[src/rtl/adder_pkg.sv]
// Shared types and constants for the word adder datapath.
package adder_pkg;

    localparam int DATA_W = 32;

    typedef logic [DATA_W-1:0] word_t;

    typedef struct packed {
        logic carry;
        logic overflow;
        logic zero;
    } add_flags_t;

endpackage

[src/rtl/word_adder_if.sv]
// Operand/result bundle of the word adder.
// The master drives operands; the slave returns the registered sum and flags.
interface word_adder_if
    import adder_pkg::*;
#(
    parameter int WIDTH = DATA_W
);
    logic [WIDTH-1:0] input1;
    logic [WIDTH-1:0] input2;
    logic [WIDTH-1:0] out;
    logic             carry_out;
    logic             overflow;
    logic             zero;

    modport master (
        output input1, input2,
        input  out, carry_out, overflow, zero
    );

    modport slave (
        input  input1, input2,
        output out, carry_out, overflow, zero
    );
endinterface

[src/rtl/adder_core.sv]
// Combinational carry-lookahead adder built from 4-bit CLA groups.
// Groups are chained by their group generate/propagate terms. Operands
// are zero-padded to a multiple of 4 bits; padded bits have p=g=0, so
// the carry out of bit WIDTH-1 is unaffected by the padding.
module adder_core
    import adder_pkg::*;
#(
    parameter int WIDTH = DATA_W
) (
    input  logic [WIDTH-1:0] a,
    input  logic [WIDTH-1:0] b,
    input  logic             cin,
    output logic [WIDTH-1:0] sum,
    output logic             cout,
    output logic             cmsb
);
    localparam int NG = (WIDTH + 3) / 4;
    localparam int PW = NG * 4;

    logic [PW-1:0] ap;
    logic [PW-1:0] bp;
    logic [PW-1:0] p;
    logic [PW-1:0] g;
    logic [PW:0]   c;
    logic [PW-1:0] s;

    assign ap   = PW'(a);
    assign bp   = PW'(b);
    assign p    = ap ^ bp;
    assign g    = ap & bp;
    assign c[0] = cin;

    for (genvar gi = 0; gi < NG; gi++) begin : g_grp
        localparam int B = 4 * gi;
        logic pg;
        logic gg;

        // Group propagate/generate for the whole 4-bit block.
        assign pg = &p[B+3:B];
        assign gg = g[B+3]
                  | (p[B+3] & g[B+2])
                  | (p[B+3] & p[B+2] & g[B+1])
                  | (p[B+3] & p[B+2] & p[B+1] & g[B]);

        // Intra-group carries all derived directly from the group carry-in.
        assign c[B+1] = g[B] | (p[B] & c[B]);
        assign c[B+2] = g[B+1] | (p[B+1] & g[B]) | (p[B+1] & p[B] & c[B]);
        assign c[B+3] = g[B+2] | (p[B+2] & g[B+1]) | (p[B+2] & p[B+1] & g[B])
                      | (p[B+2] & p[B+1] & p[B] & c[B]);
        assign c[B+4] = gg | (pg & c[B]);
    end

    assign s    = p ^ c[PW-1:0];
    assign sum  = s[WIDTH-1:0];
    assign cout = c[WIDTH];
    assign cmsb = c[WIDTH-1];

endmodule

[src/rtl/word_adder.sv]
// Registered word adder: one-cycle latency sum with carry, signed
// overflow and zero flags. All outputs come straight from flops.
module word_adder
    import adder_pkg::*;
#(
    parameter int WIDTH = DATA_W
) (
    input  logic         clk,
    input  logic         rst_n,
    word_adder_if.slave  bus
);
    logic [WIDTH-1:0] sum;
    logic             cout;
    logic             cmsb;
    add_flags_t       flags;

    logic [WIDTH-1:0] out_p0;
    add_flags_t       flags_p0;

    adder_core #(
        .WIDTH (WIDTH)
    ) u_core (
        .a    (bus.input1),
        .b    (bus.input2),
        .cin  (1'b0),
        .sum  (sum),
        .cout (cout),
        .cmsb (cmsb)
    );

    // Status flags for the current sum; signed overflow is carry into the
    // MSB differing from carry out of it.
    always_comb begin
        flags          = '0;
        flags.carry    = cout;
        flags.overflow = cout ^ cmsb;
        flags.zero     = (sum == '0);
    end

    // ---- stage p0: result/flag registers, async reset to the idle sum of 0
    always_ff @(posedge clk or negedge rst_n) begin
        if (!rst_n) begin
            out_p0         <= '0;
            flags_p0.carry    <= 1'b0;
            flags_p0.overflow <= 1'b0;
            flags_p0.zero     <= 1'b1;
        end else begin
            out_p0   <= sum;
            flags_p0 <= flags;
        end
    end

    assign bus.out       = out_p0;
    assign bus.carry_out = flags_p0.carry;
    assign bus.overflow  = flags_p0.overflow;
    assign bus.zero      = flags_p0.zero;

endmodule

[src/flat_wrapper.sv]
// flat-port wrapper written by rule: the top's interface ports become plain ports
module word_adder_flat import adder_pkg::*;
#(
    parameter int WIDTH = DATA_W
)
  (clk, rst_n, bus_input1, bus_input2, bus_out, bus_carry_out, bus_overflow, bus_zero);
  word_adder_if #(.WIDTH(WIDTH)) bus_i ();
  input  logic clk;
  input  logic rst_n;
  input wire logic [$bits(bus_i.input1)-1:0] bus_input1;
  input wire logic [$bits(bus_i.input2)-1:0] bus_input2;
  output wire logic [$bits(bus_i.out)-1:0] bus_out;
  output wire logic [$bits(bus_i.carry_out)-1:0] bus_carry_out;
  output wire logic [$bits(bus_i.overflow)-1:0] bus_overflow;
  output wire logic [$bits(bus_i.zero)-1:0] bus_zero;
  assign bus_i.input1 = bus_input1;
  assign bus_i.input2 = bus_input2;
  assign bus_out = bus_i.out;
  assign bus_carry_out = bus_i.carry_out;
  assign bus_overflow = bus_i.overflow;
  assign bus_zero = bus_i.zero;
  word_adder #(.WIDTH(WIDTH)) u_core (.clk(clk), .rst_n(rst_n), .bus(bus_i));
endmodule
[config.mk]
export PLATFORM = sky130hd
export DESIGN_NAME = word_adder_flat
export DESIGN_NICKNAME = d
export VERILOG_FILES = /design/src/rtl/adder_pkg.sv /design/src/rtl/word_adder_if.sv /design/src/rtl/adder_core.sv /design/src/rtl/word_adder.sv /design/src/flat_wrapper.sv
export SDC_FILE = /design/constraint.sdc
export NUM_CORES = 1
export LEC_CHECK = 0
export ABC_CLOCK_PERIOD_IN_PS = 800
export BUFFER_PORTS_ARGS = -buffer_cell sky130_fd_sc_hd__buf_2
export CORE_MARGIN = 5
export CORE_UTILIZATION = 30
export CTS_BUF_LIST = sky130_fd_sc_hd__clkbuf_8
export DETAILED_ROUTE_END_ITERATION = 12
export HOLD_SLACK_MARGIN = 0.06
export PLACE_DENSITY = 0.56
export SLEW_MARGIN = 40
export SYNTH_ARGS = -nofsm -noshare
export SYNTH_HDL_FRONTEND = slang
export SYNTH_HIERARCHICAL = 1
export SYNTH_SLANG_ARGS = --single-unit
export TNS_END_PERCENT = 50
[constraint.sdc]
create_clock -name clk -period 0.8 [get_ports clk]
set_clock_uncertainty 0.1 [all_clocks]
set_input_delay 0.16 -clock clk [delete_from_list [all_inputs] [get_ports clk]]
set_output_delay 0.16 -clock clk [all_outputs]
set_load 0.05 [all_outputs]
# ---- Word level (Yosys, flattened, before mapping)
# Index checks and enable logic that the tools add are counted.
dict set report word_totals {
  regBits 35
  in_bits 66
  output_inout_bits 35
}
dict set report op_classes {
  bitwise_logic 194
  n_reduce_logical 8
}
# cell count
set ops {}
lappend ops {{AND 1 bit} 114}
lappend ops {{bitwise OR 1 bit} 76}
lappend ops {{XOR 32 bit} 2}
lappend ops {{AND 32 bit} 1}
lappend ops {{zero test 32 bit} 1}
lappend ops {{AND reduction 4 bit} 7}
lappend ops {{XOR 1 bit} 1}

# ---- Longest topological paths before layout
dict set report depth {
  ltp_word 21
  depth_mapped 14
  depth_no_buf 14
}

# ---- By module
# The synthesis kept the hierarchy.
# module instances cells_per_inst area_each_um2
set by_module_without_submodules {}
lappend by_module_without_submodules {adder_core 1 158 1370.1}
lappend by_module_without_submodules {word_adder 1 48 962.2}

# ---- Least setup slack after synthesis
# OpenSTA, ideal clock, no wires.
dict set report synth_timing {
  path_kind {input to register}
  from {input bus_input1[17]}
  to {register, netlist name u_core/bus.zero}
  setup_time_ns 0.068
  t_arrival_ns 2.715
  required_time_ns 0.632
  slack_ns -2.082
  path_stages 13
  path_buffers 0
  cell_sequence {ha_1 -> a21o_1 -> a21o_1 -> a221oi_2 -> a21boi_1 -> inv_1 -> a41o_1 -> a21o_1 -> fa_1 -> xor2_1 -> nor4_2 -> nand4_1 -> nor2_1}
}
# element line
set synth_rtl {}
lappend synth_rtl {{start, declared} flat_wrapper.sv:10} ;# input wire logic [$bits(bus_i.input1)-1:0] bus_input1;

==> results.txt <==
The run finished, with violations left. The checks that failed: setup timing. At the end of routability-driven placement, the weighted congestion stood at 0.804. The capture endpoint of the worst hold path is u_core/bus.carry_out$_DFF_PN0_. The layout net count came out at 511.

The area share of the leading cell type in the synthesized netlist is 0.365. The first detailed-routing pass ran for 4 iterations. The final worst setup slack is -1.77 ns. The starting density of the core is 0.305. The count of H-tree levels built during CTS came out at 2.

The most numerous cell on the critical path is a21o_1. The initial detailed-routing violation count came out at 55. The setup path with the least slack is of type input pin to register. The total overflow left after global routing is 0.

Data on the critical path is required at its endpoint by 0.92 ns. Yosys attributes the largest share of cell area to dfrtp_1 (36%), ha_1 (17%), fa_1 (6.9%). After clock tree synthesis, the clock-pin slew on the worst setup and hold paths is 0.07 ns. In this run the remaining antenna-violating nets after routing total 0.

The cell accounting for the most synthesized area is dfrtp_1. The worst setup path is captured at a register. The flip-flop and latch count after synthesis is 35. The total area of sequential cells came out at 877 um^2. Dividing total power by cell area gives a power density of 1810 mW/mm^2. The maximum buffer depth of the clock tree came out at 2. The count of endpoints failing hold in the final timing report is 0. The total wire length after detailed routing is 6880 um.

The total track usage is 0.137. The min-delay analysis places its worst path in the category input pin to register. The most used flip-flop cell after synthesis is dfrtp_1. On the worst path, the slowest cell contributes a delay of 0.46 ns. The wire length of the first global-routing pass came out at 10900 um. The highest net fanout along the worst path came out at 3. The via count of the first global-routing pass is 2386. The signal on the critical path passes through buf_6 -> ha_4 -> a21o_1 -> a21o_1 -> a221oi_2 -> a21boi_2 -> inv_2 -> a41o_1 -> a21o_1 -> fa_2 -> nor4_4 -> nand4_1 -> nor2_1. The cell at the slowest stage of the critical path is fa_2. Setup repair after global routing could not meet its margin everywhere.

The worst hold path was traced through 3 stages. The die outline width is 98.2 um. In this run the most critical hold path is launched from bus_input2[31]. The count of input and output buffers came out at 100. The placement-stage worst setup slack is -2.12 ns. A synthesized cell averages 11.3 um^2. Using the TritonRoute via totals, the vias-per-cell ratio works out to 4.51.

The Yosys step of the flow raised 6 warnings. The post-synthesis to final-layout area growth is 106%. CTS saw 35 sinks. The distinct cell type count of the synthesized netlist is 43. The number of cells produced by synthesis came out at 206. The share of synthesized area occupied by flip-flops and latches came out at 0.376. The tree is rooted in a clkbuf_8. The antenna diode instance count is 0. The die covers 0.00964 mm^2. The achievable frequency came out at 389 MHz.

The detailed-placement wirelength estimate is 5470 um. The share of the clock period used by the worst path after layout is 3.22. The post-layout instance count excluding filler cells came out at 508.

The top-level port count is 101. In this run the core area contains 32 standard-cell rows. The largest net degree at the start of global routing is 20.

The number of failing setup endpoints in the final timing report is 70. Summed over all cells, the static leakage comes to 0.00223 uW. The die extent in y came out at 98.2 um. The number of buffers inserted during clock tree synthesis is 5. With fillers left out, the area of the finished cells amounts to 0.00480 mm^2. The post-synth design cell area is 0.00233 mm^2. The region available for standard cell placement spans 0.00765 mm^2. The share of flip-flops with an asynchronous set or reset is 1.00. The count of filler cells inserted in the layout came out at 618. The routed layout has 2291 vias. The number of antenna violations at the first check in global routing came out at 0. The total instance count after detailed placement came out at 482. By count the netlist is led by dfrtp_1 (34), ha_1 (32), a21oi_1 (15). The most common cell in the synthesized netlist is dfrtp_1. The ratio of cells with drive above 1 in the final layout is 0.727. The final count of pins violating max slew is 0.

The tool flagged a number of max-cap violations equal to 0. The CTS tree is done. The number of flops mapped to enable cells by yosys came out at 0. Once placement finished, the instance area stood at 0.00381 mm^2.

The routed length per instance is 13.5 um. After detailed routing, the number of remaining DRC violations is 0. The summed negative setup slack over all endpoints is -44.73 ns. The critical path launch point type is an input pin. After layout, the minimum clock period comes to 2.57 ns.

The multi-input gate area in the final layout came out at 0.00206 mm^2. VDD sags by at most 0.687 mV. Data arrives at the worst endpoint at 2.69 ns.
[where the power goes]
group / total [uW] / internal [uW] / leakage [uW] / switching [uW]
combinational: 5020 / 2280 / 0.00178 / 2740
sequential: 2330 / 2130 / 0.000406 / 197
clock: 1340 / 693 / 0.0000526 / 644
total: 8680 / 5100 / 0.00223 / 3580
[worst max-delay path by stage]
stage | start | endpoint | slack, ns
3_5_place_dp | bus_input1[1] | u_core/bus.zero$_DFF_PN1_ | -2.12
6_report | bus_input1[17] | u_core/bus.zero$_DFF_PN1_ | -1.77
5_1_grt | bus_input1[17] | u_core/bus.zero$_DFF_PN1_ | -1.92
4_1_cts | bus_input2[7] | u_core/bus.zero$_DFF_PN1_ | -1.76
3_3_place_gp | bus_input1[5] | u_core/bus.zero$_DFF_PN1_ | -2.06
2_1_floorplan | bus_input1[17] | u_core/bus.zero$_DFF_PN1_ | -1.73
[through the flow]
step	hold WS, ns	total power (uW)	utilization
after floorplan	-0.236	4760	-
after global placement	-0.0950	6150	0.498
after detailed placement	-0.0975	6190	0.498
after CTS	0.123	8560	0.607
after global routing	0.143	9130	0.627
final	0.130	8680	0.627
[state kept, by name, summed over array words and instances, names as in the netlist]
name                  flops
u_core/bus.zero           1
u_core/bus.out           32
u_core/bus.carry_out      1
u_core/bus.overflow       1
[cells by family (layout without fill, tap and decap cells)]
kind of cell,Yosys count,in the layout,synth area share
AOI/OAI and AO/OA,53,53,0.170
xor gates and xnor gates,23,23,0.0864
adders and majority gates,40,40,0.240
buffers and inverters,9,207,0.0145
DFF,35,35,0.376
other,1,3,0.00161
and+or+nand+nor,45,45,0.112
[layout make-up]
| cell class | instances | share of cell area |
|---|---|---|
| Multi-Input combinational cell | 164 | 0.430 |
| Clock inverter | 2 | 0.00261 |
| Timing Repair Buffer | 190 | 0.332 |
| Sequential cell | 35 | 0.183 |
| Clock buffer | 6 | 0.0172 |
| Tap cell | 102 | 0.0266 |
| Inverter | 9 | 0.00861 |
[critical path, delay by kind of cell]
kind            cells  cell delay [ns]
compound gates      6             1.20
fa+ha+maj           2             0.70
buf+inv             2             0.15
simple gates        3             0.48
[cells in the final DEF, fill, tap and decap left out, types with 8 or more instances in the layout]
master and n:
buf_4 71, buf_6 66, buf_2 48, dfrtp_1 34
ha_4 17, ha_1 14, a21o_1 11, a21oi_2 10
xor2_2 9, xnor2_2 9, fa_2 8
[per-layer routing]
metal,share of wire,GRT usage
met1,0.39,0.161
met2,0.55,0.253
met3,0.048,0.0300
met4,0.010,0.0315
met5,0,0
[repair_timing]
action | CTS | global route
pin swaps | 29 | 42
buffers inserted | 17 | 5
gates resized for setup | 145 | 29
endpoints found under the setup margin | 70 | 71
hold endpoints to repair | 35 | 0
hold buffers | 1 | 0
(Power assumes the default switching activity.)
